$ cat src/rtl/cfg_arb_pkg.sv
// Types and sizing helpers for config_req_arbiter and its picker.
package cfg_arb_pkg;

  typedef enum logic [1:0] {
    IDLE,
    ISSUE,
    WAIT,
    RESP
  } arb_state_e;

  localparam int unsigned CNT_W_MIN = 8;

  function automatic int unsigned ptr_w(input int unsigned n);
    return (n > 1) ? $clog2(n) : 1;
  endfunction

  function automatic int unsigned cnt_w(input int unsigned t);
    return ($clog2(t) > CNT_W_MIN) ? $clog2(t) : CNT_W_MIN;
  endfunction

endpackage

$ cat src/rtl/config_pkg.sv
// Shared configuration-bus type definitions for the cohort tile register path.
package config_pkg;

  typedef enum logic [1:0] {
    T_LOAD  = 2'd0,
    T_STORE = 2'd1
  } config_type_t;

endpackage

$ cat src/rtl/config_if.sv
// Uncached configuration register bus: one request channel, one read-return channel.
interface config_if
  import config_pkg::*;
#(
  parameter int unsigned ADDR_W = 32,
  parameter int unsigned DATA_W = 64
);

  logic               valid;
  config_type_t       config_type;
  logic [ADDR_W-1:0]  addr;
  logic [DATA_W-1:0]  data;
  logic               read_valid;
  logic [DATA_W-1:0]  read_data;

  modport master (output valid, config_type, addr, data, input read_valid, read_data);
  modport slave  (input valid, config_type, addr, data, output read_valid, read_data);

endinterface

$ cat src/rtl/cfg_rr_picker.sv
// Combinational rotating-priority picker: first request after ptr_i, wrapping.
module cfg_rr_picker
  import cfg_arb_pkg::*;
#(
  parameter  int unsigned N_REQ = 4,
  localparam int unsigned PTR_W = ptr_w(N_REQ)
) (
  input  logic [N_REQ-1:0] req_i,
  input  logic [PTR_W-1:0] ptr_i,
  output logic [N_REQ-1:0] gnt_o,
  output logic [PTR_W-1:0] idx_o,
  output logic             any_o
);

  int unsigned idx;

  always_comb begin
    gnt_o = '0;
    idx_o = '0;
    any_o = 1'b0;
    idx   = 0;
    for (int unsigned k = 1; k <= N_REQ; k++) begin
      idx = (32'(ptr_i) + k) % N_REQ;
      if (!any_o && req_i[idx]) begin
        any_o      = 1'b1;
        gnt_o[idx] = 1'b1;
        idx_o      = PTR_W'(idx);
      end
    end
  end

endmodule

$ cat src/rtl/config_req_arbiter.sv
// Round-robin arbiter sharing one config_if master among N_REQ requesters.
// Optional load timeout enabled by defining CFG_ARB_TIMEOUT_EN.
module config_req_arbiter
  import cfg_arb_pkg::*, config_pkg::*;
#(
  parameter int unsigned N_REQ   = 4,
  parameter int unsigned ADDR_W  = 32,
  parameter int unsigned DATA_W  = 64,
  parameter int unsigned TIMEOUT = 64
) (
  input  logic                           clk,
  input  logic                           rst_n,
  input  logic [N_REQ-1:0]               req_valid_i,
  input  config_type_t [N_REQ-1:0]       req_type_i,
  input  logic [N_REQ-1:0][ADDR_W-1:0]   req_addr_i,
  input  logic [N_REQ-1:0][DATA_W-1:0]   req_data_i,
  output logic [N_REQ-1:0]               req_ready_o,
  output logic [N_REQ-1:0]               rsp_valid_o,
  output logic [DATA_W-1:0]              rsp_data_o,
  output logic                           rsp_err_o,
  config_if.master                       conf
);

  localparam int unsigned PTR_W = ptr_w(N_REQ);

  if (N_REQ < 2 || TIMEOUT < 2) begin : g_bad_cfg
    $error("config_req_arbiter: N_REQ and TIMEOUT must both be at least 2");
  end

  arb_state_e         state_q;
  logic [PTR_W-1:0]   rr_ptr_q;
  logic [PTR_W-1:0]   gidx_q;
  config_type_t       type_q;
  logic [ADDR_W-1:0]  addr_q;
  logic [DATA_W-1:0]  wdata_q;
  logic [DATA_W-1:0]  rdata_q;

  logic [N_REQ-1:0]   pick_gnt;
  logic [PTR_W-1:0]   pick_idx;
  logic               pick_any;
  logic               tmo;

  cfg_rr_picker #(.N_REQ(N_REQ)) u_picker (
    .req_i (req_valid_i),
    .ptr_i (rr_ptr_q),
    .gnt_o (pick_gnt),
    .idx_o (pick_idx),
    .any_o (pick_any)
  );

  assign req_ready_o      = (rst_n && state_q == IDLE) ? pick_gnt : '0;
  assign rsp_data_o       = rdata_q;
  assign conf.valid       = (state_q == ISSUE) || (state_q == WAIT);
  assign conf.config_type = type_q;
  assign conf.addr        = addr_q;
  assign conf.data        = wdata_q;

  always_ff @(posedge clk) begin
    if (!rst_n) begin
      state_q     <= IDLE;
      rr_ptr_q    <= PTR_W'(N_REQ - 1);
      gidx_q      <= '0;
      type_q      <= T_LOAD;
      addr_q      <= '0;
      wdata_q     <= '0;
      rdata_q     <= '0;
      rsp_valid_o <= '0;
    end else begin
      rsp_valid_o <= '0;
      case (state_q)
        IDLE: begin
          if (pick_any) begin
            gidx_q   <= pick_idx;
            rr_ptr_q <= pick_idx;
            type_q   <= req_type_i[pick_idx];
            addr_q   <= req_addr_i[pick_idx];
            wdata_q  <= req_data_i[pick_idx];
            rdata_q  <= '0;
            state_q  <= ISSUE;
          end
        end
        // ISSUE and WAIT share one exit test; a store never reaches WAIT.
        ISSUE, WAIT: begin
          if (type_q != T_LOAD) begin
            state_q     <= RESP;
            rsp_valid_o <= N_REQ'(1) << gidx_q;
          end else if (conf.read_valid) begin
            rdata_q     <= conf.read_data;
            state_q     <= RESP;
            rsp_valid_o <= N_REQ'(1) << gidx_q;
          end else if (tmo) begin
            rdata_q     <= '0;
            state_q     <= RESP;
            rsp_valid_o <= N_REQ'(1) << gidx_q;
          end else begin
            state_q <= WAIT;
          end
        end
        RESP:    state_q <= IDLE;
        default: state_q <= IDLE;
      endcase
    end
  end

`ifdef CFG_ARB_TIMEOUT_EN
  localparam int unsigned CNT_W = cnt_w(TIMEOUT);

  logic [CNT_W-1:0] cnt_q;
  logic             err_q;

  assign tmo       = (cnt_q == CNT_W'(TIMEOUT - 1));
  assign rsp_err_o = err_q;

  always_ff @(posedge clk) begin
    if (!rst_n) begin
      cnt_q <= '0;
      err_q <= 1'b0;
    end else if (state_q == IDLE) begin
      cnt_q <= '0;
      if (pick_any) err_q <= 1'b0;
    end else if (state_q == ISSUE || state_q == WAIT) begin
      cnt_q <= cnt_q + 1'b1;
      if (type_q == T_LOAD && !conf.read_valid && tmo) err_q <= 1'b1;
    end
  end
`else
  assign tmo       = 1'b0;
  assign rsp_err_o = 1'b0;
`endif

endmodule

$ cat src/flat_wrapper.sv
// flat-port wrapper written by rule: the top's interface ports become plain ports
module config_req_arbiter_flat import cfg_arb_pkg::*, config_pkg::*;
#(
  parameter int unsigned N_REQ   = 4,
  parameter int unsigned ADDR_W  = 32,
  parameter int unsigned DATA_W  = 64,
  parameter int unsigned TIMEOUT = 64
)
  (clk, rst_n, req_valid_i, req_type_i, req_addr_i, req_data_i, req_ready_o, rsp_valid_o, rsp_data_o, rsp_err_o, conf_valid, conf_config_type, conf_addr, conf_data, conf_read_valid, conf_read_data);
  config_if #(.ADDR_W(ADDR_W), .DATA_W(DATA_W)) conf_i ();
  input  logic clk;
  input  logic rst_n;
  input  logic [N_REQ-1:0] req_valid_i;
  input  config_type_t [N_REQ-1:0] req_type_i;
  input  logic [N_REQ-1:0][ADDR_W-1:0] req_addr_i;
  input  logic [N_REQ-1:0][DATA_W-1:0] req_data_i;
  output logic [N_REQ-1:0] req_ready_o;
  output logic [N_REQ-1:0] rsp_valid_o;
  output logic [DATA_W-1:0] rsp_data_o;
  output logic rsp_err_o;
  output wire logic [$bits(conf_i.valid)-1:0] conf_valid;
  output wire logic [$bits(conf_i.config_type)-1:0] conf_config_type;
  output wire logic [$bits(conf_i.addr)-1:0] conf_addr;
  output wire logic [$bits(conf_i.data)-1:0] conf_data;
  input wire logic [$bits(conf_i.read_valid)-1:0] conf_read_valid;
  input wire logic [$bits(conf_i.read_data)-1:0] conf_read_data;
  assign conf_valid = conf_i.valid;
  assign conf_config_type = conf_i.config_type;
  assign conf_addr = conf_i.addr;
  assign conf_data = conf_i.data;
  assign conf_i.read_valid = conf_read_valid;
  assign conf_i.read_data = conf_read_data;
  config_req_arbiter #(.N_REQ(N_REQ), .ADDR_W(ADDR_W), .DATA_W(DATA_W), .TIMEOUT(TIMEOUT)) u_core (.clk(clk), .rst_n(rst_n), .req_valid_i(req_valid_i), .req_type_i(req_type_i), .req_addr_i(req_addr_i), .req_data_i(req_data_i), .req_ready_o(req_ready_o), .rsp_valid_o(rsp_valid_o), .rsp_data_o(rsp_data_o), .rsp_err_o(rsp_err_o), .conf(conf_i));
endmodule
$ cat config.mk
export PLATFORM = sky130hd
export DESIGN_NAME = config_req_arbiter_flat
export DESIGN_NICKNAME = d
export VERILOG_FILES = /design/src/rtl/cfg_arb_pkg.sv /design/src/rtl/config_pkg.sv /design/src/rtl/config_if.sv /design/src/rtl/cfg_rr_picker.sv /design/src/rtl/config_req_arbiter.sv /design/src/flat_wrapper.sv
export SDC_FILE = /design/constraint.sdc
export NUM_CORES = 1
export LEC_CHECK = 0
export ABC_CLOCK_PERIOD_IN_PS = 6460
export CELL_PAD_IN_SITES_DETAIL_PLACEMENT = 0
export CELL_PAD_IN_SITES_GLOBAL_PLACEMENT = 1
export CORE_AREA = 3 3 248 250
export CTS_BUF_LIST = sky130_fd_sc_hd__clkbuf_4 sky130_fd_sc_hd__clkbuf_8 sky130_fd_sc_hd__clkbuf_16
export DETAILED_ROUTE_END_ITERATION = 7
export DIE_AREA = 0 0 251 253
export HOLD_SLACK_MARGIN = 0.06
export PLACE_DENSITY_LB_ADDON = 0.15
export REMOVE_ABC_BUFFERS = 1
export SLEW_MARGIN = 15
export SYNTH_ARGS = -nofsm -noshare
export SYNTH_HDL_FRONTEND = slang
export SYNTH_SLANG_ARGS = --single-unit
$ cat constraint.sdc
create_clock -name clk -period 6.46 [get_ports clk]
set_input_delay 1.615 -clock clk [delete_from_list [all_inputs] [get_ports clk]]
set_output_delay 1.615 -clock clk [all_outputs]
set_load 0.005 [all_outputs]
### Yosys cells after proc, flatten, opt, wreduce, memory -nomap -nowiden

Index checks and enable logic that the tools add are counted.
W data, S select, Z words.

* bits of input ports: 463
* output and inout port bits: 172
* bits in registers: 172
* logic and storage cells: 95

* equal/unequal tests: 6
* shift operators: 1
* reductions and logical operators: 19
* $lt $le $gt $ge: 9
* mux-type cells: 45
* bitwise logic cells: 3
* $add $sub $neg: 4

Operators by type and width (count)
* $mux W64: 4
* $bmux W64 S2: 1
* $pmux W64 S2: 1
* $bmux W32 S2: 1
* $mux W32: 1
* $mux W4: 7
* $lt A2 B3 Y1 const B: 5
* $mux W2: 7
* $mux W1: 13
* $or A4 B4 Y4: 3
* $bmux W1 S2: 4
* $demux W1 S2: 4
* $ge A2 B1 Y1 const B: 4
* $logic_and A1 B1 Y1: 8
* $pmux W2 S3: 1
* $add A2 B1 Y2 const B: 2
* $add A2 B2 Y2 const B: 2
* $bmux W2 S2: 1
* $eq A2 B2 Y1 const B: 2
* $ne A2 B2 Y1 const B: 2
* $reduce_and A2 Y1: 2
* $reduce_and A4 Y1: 1
* $reduce_bool A2 Y1: 2
* $shl A1 B2 Y4 const A: 1
* other kinds (6): 8

### Depth between registers and ports, before layout

Gate-level depths: netlist of run 1.

* word-level depth: 15
* depth in mapped cells: 12
* mapped depth without buffers: 7

### Cells and area by module

A second synthesis of run 1 with hierarchy kept.

* cells, all modules: 825
* area total of the unflattened synthesis: 8699.6 µm²

Modules (own cells, without submodules)
* config_req_arbiter: cells an instance 739, area each 8070.2 µm², seq. area each 3443.3 µm², instances 1
* cfg_rr_picker: cells an instance 86, area each 629.4 µm², seq. area each 0.0 µm², instances 1

### Worst setup path after synthesis of run 1

OpenSTA, ideal clock, no wires.

* path type: input-to-output
* start point: input port req_valid_i[2]
* end point: output port req_ready_o[2]
* buffers on the path: 1
* required time: 4.845 ns
* arrival: 3.013 ns
* setup slack: 1.832 ns
* stages: 6
* cells stage by stage: clkbuf_1 mux4_2 nor3_1 and2_1 a2bb2oi_1 a21oi_1

* cells in the longest elaborated chain, start to end: 13
* elaborated cells between the ends (all ways): 25
* those cells by class: 16 x mux; 3 x bitwise; 6 x reduce/logical

Ends and longest elaborated chain
* start, declared: line flat_wrapper.sv:13 `input logic [N_REQ-1:0] req_valid_i;`
* $bmux W1 S2: line cfg_rr_picker.sv:24 `if (!any_o && req_i[idx]) begin`
* $mux W1 (implied by the code): line cfg_rr_picker.sv:24
* $mux W1: line cfg_rr_picker.sv:24
* $logic_not A1 Y1: line cfg_rr_picker.sv:24
* $logic_and A1 B1 Y1: line cfg_rr_picker.sv:24
* $mux W1: line cfg_rr_picker.sv:24
* $logic_not A1 Y1: line cfg_rr_picker.sv:24
* $logic_and A1 B1 Y1: line cfg_rr_picker.sv:24
* $mux W1: line cfg_rr_picker.sv:24
* $logic_not A1 Y1: line cfg_rr_picker.sv:24
* $logic_and A1 B1 Y1: line cfg_rr_picker.sv:24
* $mux W4 *: line cfg_rr_picker.sv:24
* $mux W4 *: line config_req_arbiter.sv:51 `assign req_ready_o = (rst_n && state_q == IDLE) ? pick_gnt : '0;`
* end, declared: line flat_wrapper.sv:17 `output logic [N_REQ-1:0] req_ready_o;`

Mark *: on every way between the ends. The rest lies on a longest branch, timed or not. The select of a mux whose other input is x is not followed.

### Worst setup path after layout of run 1

Same ends and word-level chain as after synthesis.

==> impl_metrics.json, run 1 <==
{
  "outcome": "finished clean",
  "antenna_found_initial": 21,
  "max_cap_violations": 0,
  "final_core_util": 0.286,
  "seq_area_frac_synth": 0.365,
  "cp.required_ns": 4.85,
  "cp_max_fo": 12,
  "cpMostUsedCell": "clkdlybuf4s50_1",
  "wl_um": 53000,
  "grt_pass1_wl_um": 73800,
  "placement.io_buffers": 633,
  "cp-start-kind": "input pin",
  "hold_buffers": 0,
  "std_cell_rows": 89,
  "avgSynthCellArea_um2": 9.92,
  "skew_ns": 0.0137,
  "synth-async-reset-ratio": 0,
  "layout_common_cells": "632 x clkdlybuf4s50_1, 198 x mux2i_1, 176 x nand2_1",
  "viasPerCell": 4.18,
  "fillers": 6280,
  "ff2ff_setup_slack_ns": 2.09,
  "dp_slack_ns": 0.705,
  "synth_area_leaders": "dfxtp_1 37%, mux2i_1 21%, o221ai_2 8.0%",
  "final_common_cell": "clkdlybuf4s50_1",
  "syn_to_final_growth_pct": 79.5,
  "hold_depth": 2,
  "slew_viol_final": 0,
  "grt_use_total": 0.161,
  "hp-start": "u_core.conf.data[43]",
  "drive_gt1_frac": 0.0772,
  "io_pins": 635,
  "path_clk_slew_ns": 0.07,
  "fin_ws_ns": 0.702,
  "power.leakage_nw": 6.45,
  "synthCells": 950,
  "vias": 9718,
  "first_global_vias": 9895,
  "synth-edff-count": 0,
  "first_pass_iters": 5,
  "post_cts_buffers": 0,
  "synth_top_area_frac": 0.365,
  "synth-seq-cells": 172,
  "cp-end-kind": "output port",
  "rr_worst_depth": 8,
  "synth_top_cell_by_area": "dfxtp_1",
  "drtAntennaViolNets": 0,
  "ys_warn_count": 0,
  "core_um2": 59200,
  "rsz0062_at_grt": "false",
  "power_density_nw_per_um2": 423,
  "fin_cells": 2325,
  "start_util": 0.159,
  "relSlewSlack": 0.382,
  "timing.critical_path.from": "req_valid_i[2]",
  "fin_area_um2": 16900,
  "max_freq_mhz": 174,
  "r2r_end": "u_core.conf.data[35]",
  "grt_max_degree": 77,
  "post_cts_resized": 0,
  "place_area_um2": 16300,
  "clkSinkCount": 172,
  "synth_ff_type": "dfxtp_1",
  "clockRootBuffer": "clkbuf_16",
  "cts_tree": "done",
  "wl_per_cell_um": 22.8,
  "place_congestion": 0.782,
  "arrival_ns": 4.14,
  "hpwl_um": 41100,
  "crit_slowest_cell": "mux4_2",
  "path_cells": "clkdlybuf4s50_1, mux4_2, nor3_1, and2_1, a2bb2oi_1, a21oi_1, clkdlybuf4s50_1",
  "clk_latency_ns": 0.48,
  "dieHeight_um": 253,
  "crit_path_max_incr_delay_ns": 0.64,
  "crit_family": "buffers and inverters",
  "worst-path-buf-inv": 2,
  "finalCritPeriodShare": 0.891,
  "timing.rr.start": "u_core.rr_ptr_q[0]",
  "die_w_um": 251,
  "gr-total-overflow": 0,
  "hold_path_class": "reg2reg",
  "synth_area_um2": 9430,
  "dp.cells": 2284,
  "hold_end": "u_core.conf.data[43]",
  "cts_max_path_buffers": 2,
  "crit_type": "in2out",
  "nets": 2003,
  "tightest_slew_ns": 0.927,
  "cts_buffers": 17,
  "drt_iter0_markers": 395,
  "setup_viol": 0,
  "yosysUniqueCellTypes": 53,
  "htree_num_levels": 4,
  "irDropWorstVdd_v": 0.000282,
  "drc": 0,
  "timing.final.hold_violations": 0,
  "min_period_ns": 5.76,
  "die_area_um2": 63500
}
kinds of logic (layout without fill, tap and decap cells):
group,count (synthesis),in the layout,synth area share
simple gates,274,274,0.126
mux,204,204,0.222
compound gates,193,193,0.202
flops,172,172,0.365
buf+inv,96,688,0.0710
fa+ha+maj,10,10,0.0133
other cells,1,11,0.000398
state kept, by name, indices dropped and copies added (netlist names):
| name | flops |
|---|---|
| u_core.conf.addr | 32 |
| u_core.conf.data | 64 |
| u_core.state_q | 2 |
| u_core.gidx_q | 2 |
| u_core.rr_ptr_q | 2 |
| u_core.rsp_valid_o | 4 |
| u_core.rsp_data_o | 64 |
| u_core.conf.config_type | 2 |
metrics by stage:
stage	hold WS (ns)	power [W]	TNS [ns]
floorplan	0.431	0.00429	-417.25
global placement	0.438	0.00622	0
detailed placement	0.443	0.00623	0
CTS	0.466	0.00735	0
global route	0.482	0.00769	0
finish	0.462	0.00716	0
synthesized netlist by cell type (3+ instances only):
cell       number
mux2i_1       198
nand2_1       177
dfxtp_1       172
nand3_1        68
a21boi_0       67
o221ai_2       50
o221ai_1       47
clkbuf_1       29
buf_2          22
ha_1           10
buf_12          9
buf_1           8
buf_6           8
buf_4           7
nor2_1          7
inv_1           6
a21oi_1         5
a22oi_1         4
a2bb2oi_1       4
and2_1          4
clkbuf_4        4
mux4_2          4
buf_8           3
nor3_1          3
o21ai_0         3
power breakdown:
group	switching, W	leakage [nW]	internal (W)
registers	0.000196	1.41	0.00142
clock network	0.000523	0.270	0.000547
logic	0.00239	4.77	0.00209
tightest hold or removal path, delay by kind of cell (launching register included):
| kind | cells | cell delay [ns] |
|---|---|---|
| AOI/OAI and AO/OA | 1 | 0.05 |
| DFF | 1 | 0.33 |
| and+or+nand+nor | 1 | 0.05 |
worst max path at each step:
stage	to	slack, ns	cells after the start
2_1_floorplan	u_core.conf.addr[10]	-4.37	5
3_3_place_gp	req_ready_o[0]	0.73	7
3_5_place_dp	req_ready_o[2]	0.70	7
4_1_cts	req_ready_o[2]	0.67	8
5_1_grt	req_ready_o[2]	0.37	8
6_report	req_ready_o[2]	0.70	7
final cells by class:
type	count	area, µm²	share of cell area
multi-input combinational	682	5350	0.316
sequential	172	3440	0.203
clock buffer	19	447	0.0264
timing repair buffer	651	6550	0.387
clock inverter	12	115	0.00680
inverter	6	22.5	0.00133
tap	773	967	0.0572
antenna	10	25.0	0.00148
metal layers:
metal,track usage,part of all wire
met1,0.170,0.38
met2,0.287,0.50
met3,0.0817,0.11
met4,0.0351,0.013
met5,0,0.0011
(Power assumes the default switching activity.)
==> run 2, diff against run 1 <==
--- a/config.mk
+++ b/config.mk
@@ -15,6 +15,7 @@
 export HOLD_SLACK_MARGIN = 0.06
 export PLACE_DENSITY_LB_ADDON = 0.15
 export REMOVE_ABC_BUFFERS = 1
+export SETUP_SLACK_MARGIN = 0.1
 export SLEW_MARGIN = 15
 export SYNTH_ARGS = -nofsm -noshare
 export SYNTH_HDL_FRONTEND = slang
==> results of run 2 <==
The final DEF is identical to that of run 1; final timing and power are the same.
==> run 3, diff against run 2 <==
--- a/config.mk
+++ b/config.mk
@@ -6,6 +6,7 @@
 export NUM_CORES = 1
 export LEC_CHECK = 0
 export ABC_CLOCK_PERIOD_IN_PS = 6460
+export CAP_MARGIN = 20
 export CELL_PAD_IN_SITES_DETAIL_PLACEMENT = 0
 export CELL_PAD_IN_SITES_GLOBAL_PLACEMENT = 1
 export CORE_AREA = 3 3 248 250
==> results of run 3 <==
The final DEF is identical to that of run 1; final timing and power are the same.
